File: config.mk
export PLATFORM = sky130hd
export DESIGN_NAME = sram_zeroize
export DESIGN_NICKNAME = d
export VERILOG_FILES = /design/src/rtl/sram_zeroize_pkg.sv /design/src/rtl/tlul_cmd_intg_gen.sv /design/src/rtl/sram_zeroize.sv
export SDC_FILE = /design/constraint.sdc
export NUM_CORES = 1
export LEC_CHECK = 0
export ABC_CLOCK_PERIOD_IN_PS = 4800
export BUFFER_PORTS_ARGS = -buffer_cell sky130_fd_sc_hd__clkbuf_2
export CORE_UTILIZATION = 40
export DETAILED_ROUTE_END_ITERATION = 12
export MAX_ROUTING_LAYER = met4
export PLACE_DENSITY = 0.69
export SLEW_MARGIN = 20
export SYNTH_ARGS = -nofsm -noshare
export SYNTH_HDL_FRONTEND = slang
export SYNTH_HIERARCHICAL = 1
export SYNTH_SLANG_ARGS = --single-unit
File: constraint.sdc
create_clock -name clk_i -period 4.8 [get_ports clk_i]
set_clock_uncertainty 0.15 [all_clocks]
set_input_delay 0.72 -clock clk_i [delete_from_list [all_inputs] [get_ports clk_i]]
set_output_delay 0.72 -clock clk_i [all_outputs]
set_load 0.02 [all_outputs]
File: src/rtl/sram_zeroize_pkg.sv
// rtl/sram_zeroize_pkg.sv - shared types, TL-UL structs and integrity helper for the SRAM zeroizer
package sram_zeroize_pkg;

  typedef enum logic [1:0] {
    IDLE,
    ISSUE,
    DRAIN,
    DONE
  } state_e;

  localparam logic [2:0] PutFullData   = 3'h0;
  localparam logic [2:0] AccessAck     = 3'h0;
  localparam logic [2:0] AccessAckData = 3'h1;
  localparam logic [1:0] PutSize       = 2'd2;
  localparam logic [3:0] PutMask       = 4'hF;
  localparam logic [3:0] InstrTypeData = 4'h9;

  typedef struct packed {
    logic [3:0] instr_type;
    logic [6:0] cmd_intg;
    logic [6:0] data_intg;
  } tl_a_user_t;

  typedef struct packed {
    logic        a_valid;
    logic [2:0]  a_opcode;
    logic [2:0]  a_param;
    logic [1:0]  a_size;
    logic [7:0]  a_source;
    logic [31:0] a_address;
    logic [3:0]  a_mask;
    logic [31:0] a_data;
    tl_a_user_t  a_user;
    logic        d_ready;
  } tl_h2d_t;

  typedef struct packed {
    logic        d_valid;
    logic [2:0]  d_opcode;
    logic [2:0]  d_param;
    logic [1:0]  d_size;
    logic [7:0]  d_source;
    logic [0:0]  d_sink;
    logic [31:0] d_data;
    logic [13:0] d_user;
    logic        d_error;
    logic        a_ready;
  } tl_d2h_t;

  // Linear 7-bit check code over a 57-bit word; the SRAM-side checker uses the same masks.
  function automatic logic [6:0] intg_ecc(input logic [56:0] d);
    logic [6:0] c;
    c[0] = ^(d & 57'h0_AD5B_56AA_D5B5_6A);
    c[1] = ^(d & 57'h1_366D_9B36_6D9B_36);
    c[2] = ^(d & 57'h0_C78F_1E3C_78F1_E3);
    c[3] = ^(d & 57'h1_F80F_E03F_80FE_03);
    c[4] = ^(d & 57'h0_07FF_003F_FF00_0F);
    c[5] = ^(d & 57'h1_FFFF_0000_00FF_FF);
    c[6] = ^(d & 57'h0_0000_FFFF_FFFF_FF);
    return c;
  endfunction

endpackage

File: src/rtl/tlul_cmd_intg_gen.sv
// rtl/tlul_cmd_intg_gen.sv - command and data integrity generator for the TL-UL A channel
module tlul_cmd_intg_gen
  import sram_zeroize_pkg::*;
(
  input  logic [31:0] address,
  input  logic [2:0]  opcode,
  input  logic [3:0]  mask,
  input  logic [31:0] data,
  input  logic [3:0]  instr_type,
  output logic [6:0]  cmd_intg,
  output logic [6:0]  data_intg
);

  logic [56:0] cmd_word;
  logic [56:0] data_word;

  assign cmd_word  = {14'h0, instr_type, address, opcode, mask};
  assign data_word = {25'h0, data};

  assign cmd_intg  = intg_ecc(cmd_word);
  assign data_intg = intg_ecc(data_word);

endmodule

File: src/rtl/sram_zeroize.sv
// rtl/sram_zeroize.sv - TL-UL host that fills the whole SRAM with a pattern and reports done/error
module sram_zeroize
  import sram_zeroize_pkg::*;
#(
  parameter int unsigned MemSize        = 64 * 1024,
  parameter logic [31:0] BaseAddr       = 32'h0,
  parameter int unsigned MaxOutstanding = 2
) (
  input  logic        clk_i,
  input  logic        rst_ni,
  input  logic        start_i,
  input  logic [31:0] pattern_i,
  output logic        busy_o,
  output logic        done_o,
  output logic        err_o,
  output tl_h2d_t     tl_h2d_o,
  input  tl_d2h_t     tl_d2h_i
);

  localparam int unsigned Depth = MemSize / 4;
  localparam int unsigned IdxW  = $clog2(Depth) + 1;
  localparam int unsigned OutW  = $clog2(MaxOutstanding + 1);
  localparam logic [IdxW-1:0] LastIdx = IdxW'(Depth - 1);
  localparam logic [OutW-1:0] MaxOut  = OutW'(MaxOutstanding);

  state_e          state;
  logic [IdxW-1:0] word_idx;
  logic [OutW-1:0] outstanding;
  logic [OutW-1:0] out_next;
  logic [31:0]     pattern_q;

  logic        in_fill;
  logic        a_valid;
  logic        a_fire;
  logic        rsp_seen;
  logic        rsp_bad;
  logic [31:0] a_address;
  logic [1:0]  src_lo;
  logic [6:0]  cmd_intg;
  logic [6:0]  data_intg;

  // Responses outside a fill belong to a transaction killed by reset and are dropped.
  assign in_fill  = (state == ISSUE) || (state == DRAIN);
  assign a_valid  = (state == ISSUE) && (outstanding < MaxOut);
  assign a_fire   = a_valid && tl_d2h_i.a_ready;
  assign rsp_seen = in_fill && tl_d2h_i.d_valid;
  assign rsp_bad  = tl_d2h_i.d_error || (tl_d2h_i.d_opcode != AccessAck) ||
                    (outstanding == '0);

  always_comb begin
    out_next = outstanding;
    unique case ({a_fire, rsp_seen})
      2'b10:   out_next = outstanding + 1'b1;
      2'b01:   if (outstanding != '0) out_next = outstanding - 1'b1;
      2'b11:   if (outstanding == '0) out_next = OutW'(1);
      default: ;
    endcase
  end

  always_ff @(posedge clk_i or negedge rst_ni) begin
    if (!rst_ni) begin
      state       <= IDLE;
      word_idx    <= '0;
      outstanding <= '0;
      pattern_q   <= '0;
      busy_o      <= 1'b0;
      done_o      <= 1'b0;
      err_o       <= 1'b0;
    end else begin
      done_o      <= 1'b0;
      outstanding <= out_next;
      if (a_fire) word_idx <= word_idx + 1'b1;
      if (rsp_seen && rsp_bad) err_o <= 1'b1;
      unique case (state)
        IDLE: begin
          if (start_i) begin
            state       <= ISSUE;
            busy_o      <= 1'b1;
            err_o       <= 1'b0;
            pattern_q   <= pattern_i;
            word_idx    <= '0;
            outstanding <= '0;
          end
        end
        ISSUE: begin
          if (a_fire && (word_idx == LastIdx)) state <= DRAIN;
        end
        DRAIN: begin
          if (out_next == '0) begin
            state  <= DONE;
            busy_o <= 1'b0;
            done_o <= 1'b1;
          end
        end
        DONE:    state <= IDLE;
        default: state <= IDLE;
      endcase
    end
  end

  assign a_address = BaseAddr + (32'(word_idx) << 2);
  assign src_lo    = 2'(word_idx);

  tlul_cmd_intg_gen u_intg_gen (
    .address    (a_address),
    .opcode     (PutFullData),
    .mask       (PutMask),
    .data       (pattern_q),
    .instr_type (InstrTypeData),
    .cmd_intg   (cmd_intg),
    .data_intg  (data_intg)
  );

  always_comb begin
    tl_h2d_o                   = '0;
    tl_h2d_o.a_valid           = a_valid;
    tl_h2d_o.a_opcode          = PutFullData;
    tl_h2d_o.a_size            = PutSize;
    tl_h2d_o.a_source          = {6'h0, src_lo};
    tl_h2d_o.a_address         = a_address;
    tl_h2d_o.a_mask            = PutMask;
    tl_h2d_o.a_data            = pattern_q;
    tl_h2d_o.a_user.instr_type = InstrTypeData;
    tl_h2d_o.a_user.cmd_intg   = cmd_intg;
    tl_h2d_o.a_user.data_intg  = data_intg;
    tl_h2d_o.d_ready           = 1'b1;
  end

  logic unused_rsp;
  assign unused_rsp = ^{tl_d2h_i.d_param, tl_d2h_i.d_size, tl_d2h_i.d_source,
                        tl_d2h_i.d_sink, tl_d2h_i.d_data, tl_d2h_i.d_user};

endmodule

### After elaboration in Yosys (flattened, before gate mapping)

Index checks and enable logic that the tools add are counted.

* flip-flop bits (word level): 54
* bits of input ports: 101
* output and inout bits: 107
* logic and storage cells: 72

* add/sub/neg operators: 3
* magnitude comparators: 1
* equal/unequal tests: 10
* multiplexer cells: 20
* reduce and logical (&&, ||, !) cells: 31

Operators by type and width (count)
* $reduce_xor 57->1: 14
* $mux 15: 3
* $add 15x1->15 const B: 1
* $eq 15x14->1 const B: 1
* $mux 2: 7
* $eq 2x2->1 const B: 4
* $pmux 2 s4: 1
* $mux 1: 7
* $logic_not 2->1: 3
* $pmux 2 s3: 1
* $reduce_and 3->1: 2
* $logic_and 1x1->1: 5
* $eq 2x1->1 const B: 2
* $ne 2x1->1 const B: 2
* $reduce_bool 2->1: 2
* $logic_or 1x1->1: 3
* $reduce_bool 3->1: 1
* $add 2x1->2 const B: 1
* $lt 2x2->1 const B: 1
* $ne 2x2->1 const B: 1
* $pmux 1 s2: 1
* $reduce_and 2->1: 1
* $sub 2x1->2 const B: 1

### Logic depth before layout (Yosys ltp)

Gate-level depths: netlist of run 1.

* depth in word-level cells: 8
* depth in mapped cells: 8

### By module

The synthesis of run 1 kept the hierarchy.

By module, submodules not included
* sram_zeroize: times used 1, cells each 238, area an instance 2731.4 sq um, seq. area each 1351.3 sq um
* tlul_cmd_intg_gen: times used 1, cells each 124, area an instance 1554.0 sq um, seq. area each 0.0 sq um

### Worst setup path after synthesis of run 1

No wires, ideal clock.

* path kind: register to output
* from: register pattern_q[12]
* to: output tl_h2d_o[7] (netlist name)
* arrival time: 2137 ps
* data required time: 3930 ps
* path slack: 1793 ps
* stages on the path, launching flop included: 5
* path buffers: 0
* path through: dfrtp_1 > xnor3_1 > xnor2_1 > xnor3_1 > xnor2_1

RTL lines
* start, declared: RTL line sram_zeroize.sv:30 `logic [31:0] pattern_q;`
* start signal, assigned: RTL line sram_zeroize.sv:80 `pattern_q <= pattern_i;`
* end, declared: RTL line sram_zeroize.sv:16 `output tl_h2d_t tl_h2d_o,`

==> flow_summary.ini, run 1 <==
[status]
status = finished, final reports clean

[clock_tree]
path_clk_slew_ns = 0.09
post_cts_buffers = 0
root_buffer = clkbuf_8
clk_path_buf_depth = 2
clock_latency_ns = 0.30
cts_inserted_buffers = 5
htree_num_levels = 2
cts_resized = 0
cts_sinks = 54
cts_tree = done
cts_hold_buf = 0

[floorplanning]
die_w_um = 106
initial_core_util_pct = 41.3
die-area_um2 = 11100
ios = 208
num_rows = 37
fp.coreArea_um2 = 10400
fp.dieH_um = 106

[placement]
io_buffers = 107
gp_congestion = 0.756
dp_hpwl_um = 6550
place_ws_ns = 1.74
placed_cells = 646

[sta]
finalSetupViolations = 0
rsz0062_at_grt = no
tightest_slew_ns = 0.683
period_share_pct = 70.3
fin_crit_ns = 3.37
hold_viol_final = 0
setup_tns_ns = 0
slew_viol_final = 0
setup_slack_ns = 1.43
slew_headroom_pct = 54.5
fmax_mhz = 296

[detailed_routing]
totalWireLength_um = 8160
ant_nets = 0
via_per_inst = 4.30
drtIter0Drc = 93
wl_per_cell_um = 12.5
drc_errors = 0
via_count = 2810
firstDrtPassIters = 4

[yosys]
syn_avg_cell_area_um2 = 11.8
syn_area_um2 = 4290
syn_inst = 362
yosys_warnings = 6
synth_seq_cells = 54
synth-seq-area-share_pct = 31.5
synth_cell_types = 40

[layout]
diodes = 0
syn2layout_area_growth_pct = 18.4
nets = 626
n_fill_cell = 986
stdcell_count = 654
final_util_pct = 48.9
layout-drive-gt1-share_pct = 30.1

[setup_path]
end_kind = output port
critPathLaunchType = flop
crit_slowest_cell = xnor3_2
timing.critical_path.mode_cell = xnor3_2
crit_chain = xnor2_2 > xnor3_2 > xnor3_2 > xnor3_1 > clkbuf_2
critPathMaxFanout = 7
cpPeakStageDelay_ns = 0.50
cp.required_ns = 3.93
arrival_ns = 2.50
worstSetupPathType = flop to output port

[global_routing]
grt_use_total_pct = 15.8
grt_max_degree = 55
grt_antenna_before_repair = 0
grt_pass1_vias = 2766
grt_overflow = 0
grt_pass1_wl_um = 13700

[hold_path]
hp-class = flop to flop

[flow_run]
maxCapViolCount = 0
==> placed cells by master, fill, tap and decap left out, drive strengths merged, types with 2 or more instances in the layout <==
cell type / instances
clkbuf: 114
conb: 92
xnor2: 78
dfrtp: 54
mux2: 34
xnor3: 31
xor2: 24
nor2: 17
nand2: 11
ha: 8
o21ai: 6
a21oi: 6
inv: 6
nand4: 6
and3: 3
nor2b: 3
or3: 3
and2: 3
nand3: 2
nor3: 2
xor3: 2
==> layer usage <==
metal,wire length (µm),GRT usage (%)
met4,80,4.27
met3,204,0.804
met2,4250,27.3
met1,3620,20.2
met5,0,-
==> worst max-delay path, delay by kind of cell, from the launching register on <==
family    cells  cell delay, ns
flops         1            0.49
xor+xnor      4            1.55
buf+inv       1            0.16
==> path summary, 6_finish.rpt <==
| path | from | to | slack, ns | depth (start not counted) |
|---|---|---|---|---|
| setup / recovery | word_idx[4] | tl_h2d_o[14] | 1.43 | 5 |
| hold / removal | err_o | err_o | 0.37 | 2 |
| setup reg to reg | state[1] | state[1] | 1.98 | 7 |
| hold reg to reg | err_o | err_o | 0.37 | 2 |
| max in group asynchronous | rst_ni | done_o | 3.65 | 2 |
| min in group asynchronous | rst_ni | pattern_q[7] | 0.38 | 2 |
==> area by class of cell <==
cell class	instances	area [µm²]	area share (%)
multi-input cells	342	2900	57.1
clock buffers	7	86.3	1.70
well taps	136	170	3.35
flip-flops and latches	54	1350	26.6
inverters	6	22.5	0.444
clock inverters	1	5.00	0.0986
repair buffers	108	543	10.7
==> flip-flops by register name (all words and copies together), names as in the netlist <==
name,flops
state,2
err_o,1
done_o,1
pattern_q,32
outstanding,2
busy_o,1
word_idx,15
==> stage by stage <==
stage | cell area [µm²] | hold WS (ns)
detailed placement | 4980 | 0.352
finish | 5070 | 0.365
global placement | 4980 | 0.345
CTS | 5070 | 0.373
floorplan | 4620 | 0.274
global route | 5070 | 0.405
==> synthesized netlist by cell type <==
| cell | n | area [µm²] |
|---|---|---|
| inv_1 | 6 | 22.5 |
| a211oi_1 | 1 | 7.51 |
| a311oi_1 | 1 | 8.76 |
| nor2_1 | 17 | 63.8 |
| and4_1 | 1 | 8.76 |
| dfrtp_1 | 54 | 1350 |
| conb_1 | 2 | 7.51 |
| ha_1 | 8 | 100 |
| o21a_1 | 1 | 7.51 |
| buf_1 | 1 | 3.75 |
| a221oi_2 | 1 | 15.0 |
| xnor3_1 | 28 | 631 |
| nand4_1 | 5 | 31.3 |
| or3_4 | 1 | 11.3 |
| nand3b_1 | 1 | 7.51 |
| o21ai_0 | 6 | 30.0 |
| buf_4 | 43 | 323 |
| xor2_1 | 24 | 210 |
| and3b_1 | 1 | 8.76 |
| nand2_1 | 11 | 41.3 |
| mux2_2 | 33 | 372 |
| a21o_1 | 1 | 7.51 |
| or3_1 | 2 | 12.5 |
| xnor3_2 | 3 | 71.3 |
| xnor2_2 | 1 | 16.3 |
| nor2b_1 | 3 | 18.8 |
| nand4_4 | 1 | 21.3 |
| mux2_1 | 1 | 11.3 |
| a211o_1 | 1 | 8.76 |
| clkbuf_1 | 5 | 18.8 |
| nor3_1 | 2 | 10.0 |
| o211ai_1 | 1 | 7.51 |
| and3_1 | 3 | 18.8 |
| o311ai_0 | 1 | 8.76 |
| a21oi_1 | 6 | 30.0 |
| and2_1 | 3 | 18.8 |
| buf_6 | 1 | 11.3 |
| xor3_1 | 2 | 47.6 |
| xnor2_1 | 77 | 674 |
| nand3_1 | 2 | 10.0 |
==> kinds of logic (layout without fill, tap and decap cells) <==
logic type / Yosys count / in the layout / synth area share (%)
xor gates and xnor gates: 135 / 135 / 38.5
other: 2 / 92 / 0.175
muxes: 34 / 34 / 8.93
adders and majority gates: 8 / 8 / 2.34
AOI/OAI and AO/OA: 20 / 20 / 3.07
and+or+nand+nor: 53 / 53 / 6.60
buffers and inverters: 56 / 122 / 8.85
DFF: 54 / 54 / 31.5
Power of run 1 is left out: the tool's default activity adds up to more than one toggle a clock period on the data nets, which glitch-free logic cannot reach.
==> run 2: changes to the inputs <==
--- a/config.mk
+++ b/config.mk
@@ -5,12 +5,12 @@
 export SDC_FILE = /design/constraint.sdc
 export NUM_CORES = 1
 export LEC_CHECK = 0
-export ABC_CLOCK_PERIOD_IN_PS = 4800
+export ABC_CLOCK_PERIOD_IN_PS = 3000
 export BUFFER_PORTS_ARGS = -buffer_cell sky130_fd_sc_hd__clkbuf_2
 export CORE_UTILIZATION = 40
 export DETAILED_ROUTE_END_ITERATION = 12
 export MAX_ROUTING_LAYER = met4
-export PLACE_DENSITY = 0.69
+export PLACE_DENSITY = 0.72
 export SLEW_MARGIN = 20
 export SYNTH_ARGS = -nofsm -noshare
 export SYNTH_HDL_FRONTEND = slang
==> constraint.sdc (replaced) <==
create_clock -name clk_i -period 3 [get_ports clk_i]
set_clock_uncertainty 0.15 [all_clocks]
set_input_delay 0.45 -clock clk_i [delete_from_list [all_inputs] [get_ports clk_i]]
set_output_delay 0.45 -clock clk_i [all_outputs]
set_load 0.02 [all_outputs]
==> run 2 against run 1 <==
Compared with the run above:
- setup slack got worse by 1.4 ns
- largest cell class unchanged
- critical path type unchanged
- critical endpoint is now tl_h2d_o[13]
- sequential cell count did not move
- final cell count rose by 1.5%
==> flow_summary.ini, run 2 (synthesized netlist as in run 1, its figures left out) <==
[layout]
regMostFlops = pattern_q
diodes = 0
multiInputGateArea_um2 = 2930
final_common_cell = clkbuf_2
final_util_pct = 50.3
nets = 636
n_fill_cell = 987
final_cell_mix = 105 x clkbuf_2, 92 x conb_1, 73 x xnor2_1, 50 x dfrtp_1, 33 x mux2_2
top_regs = pattern_q x32, word_idx x15
largest_register_ffs = 32
seq_area_um2 = 1360
stdcell_count = 664
layout-drive-gt1-share_pct = 33.3
syn2layout_area_growth_pct = 21.7

[global_routing]
grt_use_total_pct = 16.1
grt_pass1_wl_um = 13800
grt_overflow = 0
grt_antenna_before_repair = 0
grt_max_degree = 55
grt_pass1_vias = 2849

[floorplanning]
die-area_um2 = 11100
fp.dieH_um = 106
initial_core_util_pct = 41.3
ios = 208
fp.coreArea_um2 = 10400
num_rows = 37
die_w_um = 106

[detailed_routing]
via_per_inst = 4.38
ant_nets = 0
drc_errors = 0
via_count = 2910
drtIter0Drc = 84
firstDrtPassIters = 4
totalWireLength_um = 8660
wl_per_cell_um = 13.0

[sta]
tightest_slew_ns = 0.798
period_share_pct = 98.2
hold_viol_final = 0
setup_slack_ns = 0.0542
fin_crit_ns = 2.95
slew_viol_final = 0
finalSetupViolations = 0
slew_headroom_pct = 46.8
whs_ns = 0.105
fmax_mhz = 339

[clock_tree]
cts_sinks = 54
cts_tree = done
root_buffer = clkbuf_8
clk_path_buf_depth = 2
cts_inserted_buffers = 5
path_clk_slew_ns = 0.11
htree_num_levels = 2
clock_latency_ns = 0.31

[setup_path]
arrival_ns = 2.35
worstRegToRegCells = 7
critPathMaxFanout = 2
ff2ff_setup_slack_ns = 0.44
end_kind = output port
cp.required_ns = 2.40
worstSetupPathType = flop to output port
critPathLaunchType = flop

[placement]
placed_cells = 650
gp_congestion = 0.774
dp_hpwl_um = 6890
io_buffers = 107
place_ws_ns = 0.288

[status]
status = finished, final reports clean

[flow_run]
maxCapViolCount = 0

[hold_path]
hp-class = input port to async pin
[run 2: metrics by stage]
step           setup TNS, ns  area [µm²]
2_1_floorplan              0        4620
3_3_place_gp               0        5010
3_5_place_dp               0        5010
4_1_cts                    0        5180
5_1_grt              -0.0166        5220
6_report                   0        5220
[run 2: worst max-delay path, cell delays in order (launching register included)]
cell	delay (ns)
dfrtp_1	0.42
xnor2_2	0.20
xnor3_2	0.47
xnor3_2	0.42
buf_4	0.15
xnor2_1	0.16
buf_2	0.19
[run 2: layout make-up]
type / instances / area share (%)
Sequential cell: 54 / 26.0
Clock inverter: 2 / 0.744
Timing Repair Buffer: 118 / 11.9
Tap cell: 136 / 3.26
Multi-Input combinational cell: 342 / 56.1
Inverter: 6 / 0.432
Clock buffer: 6 / 1.58
[run 2: repair_timing]
item                       in CTS  in global routing
setup endpoints to repair       2                  2
buffers inserted                3                  3
pin swaps                       2                  5
hold buffers                    0                  0
resized for setup               6                  6
[run 2: final timing paths]
kind / start / endpoint
max in group asynchronous: rst_ni / word_idx[1]
setup / recovery: word_idx[4] / tl_h2d_o[13]
min in group clk_i: pattern_i[31] / pattern_q[31]
setup reg to reg: state[1] / state[1]
hold reg to reg: err_o / err_o
hold / removal: rst_ni / pattern_q[6]
[run 2: metal layers]
metal	vias up	GRT usage, %	part of all wire (%)
li1	1404	-	-
met1	1412	20.2	43
met2	80	27.8	52
met3	14	1.24	2.7
met4	0	4.66	2.0
met5	-	-	0
Power of run 2 is left out for the same reason.
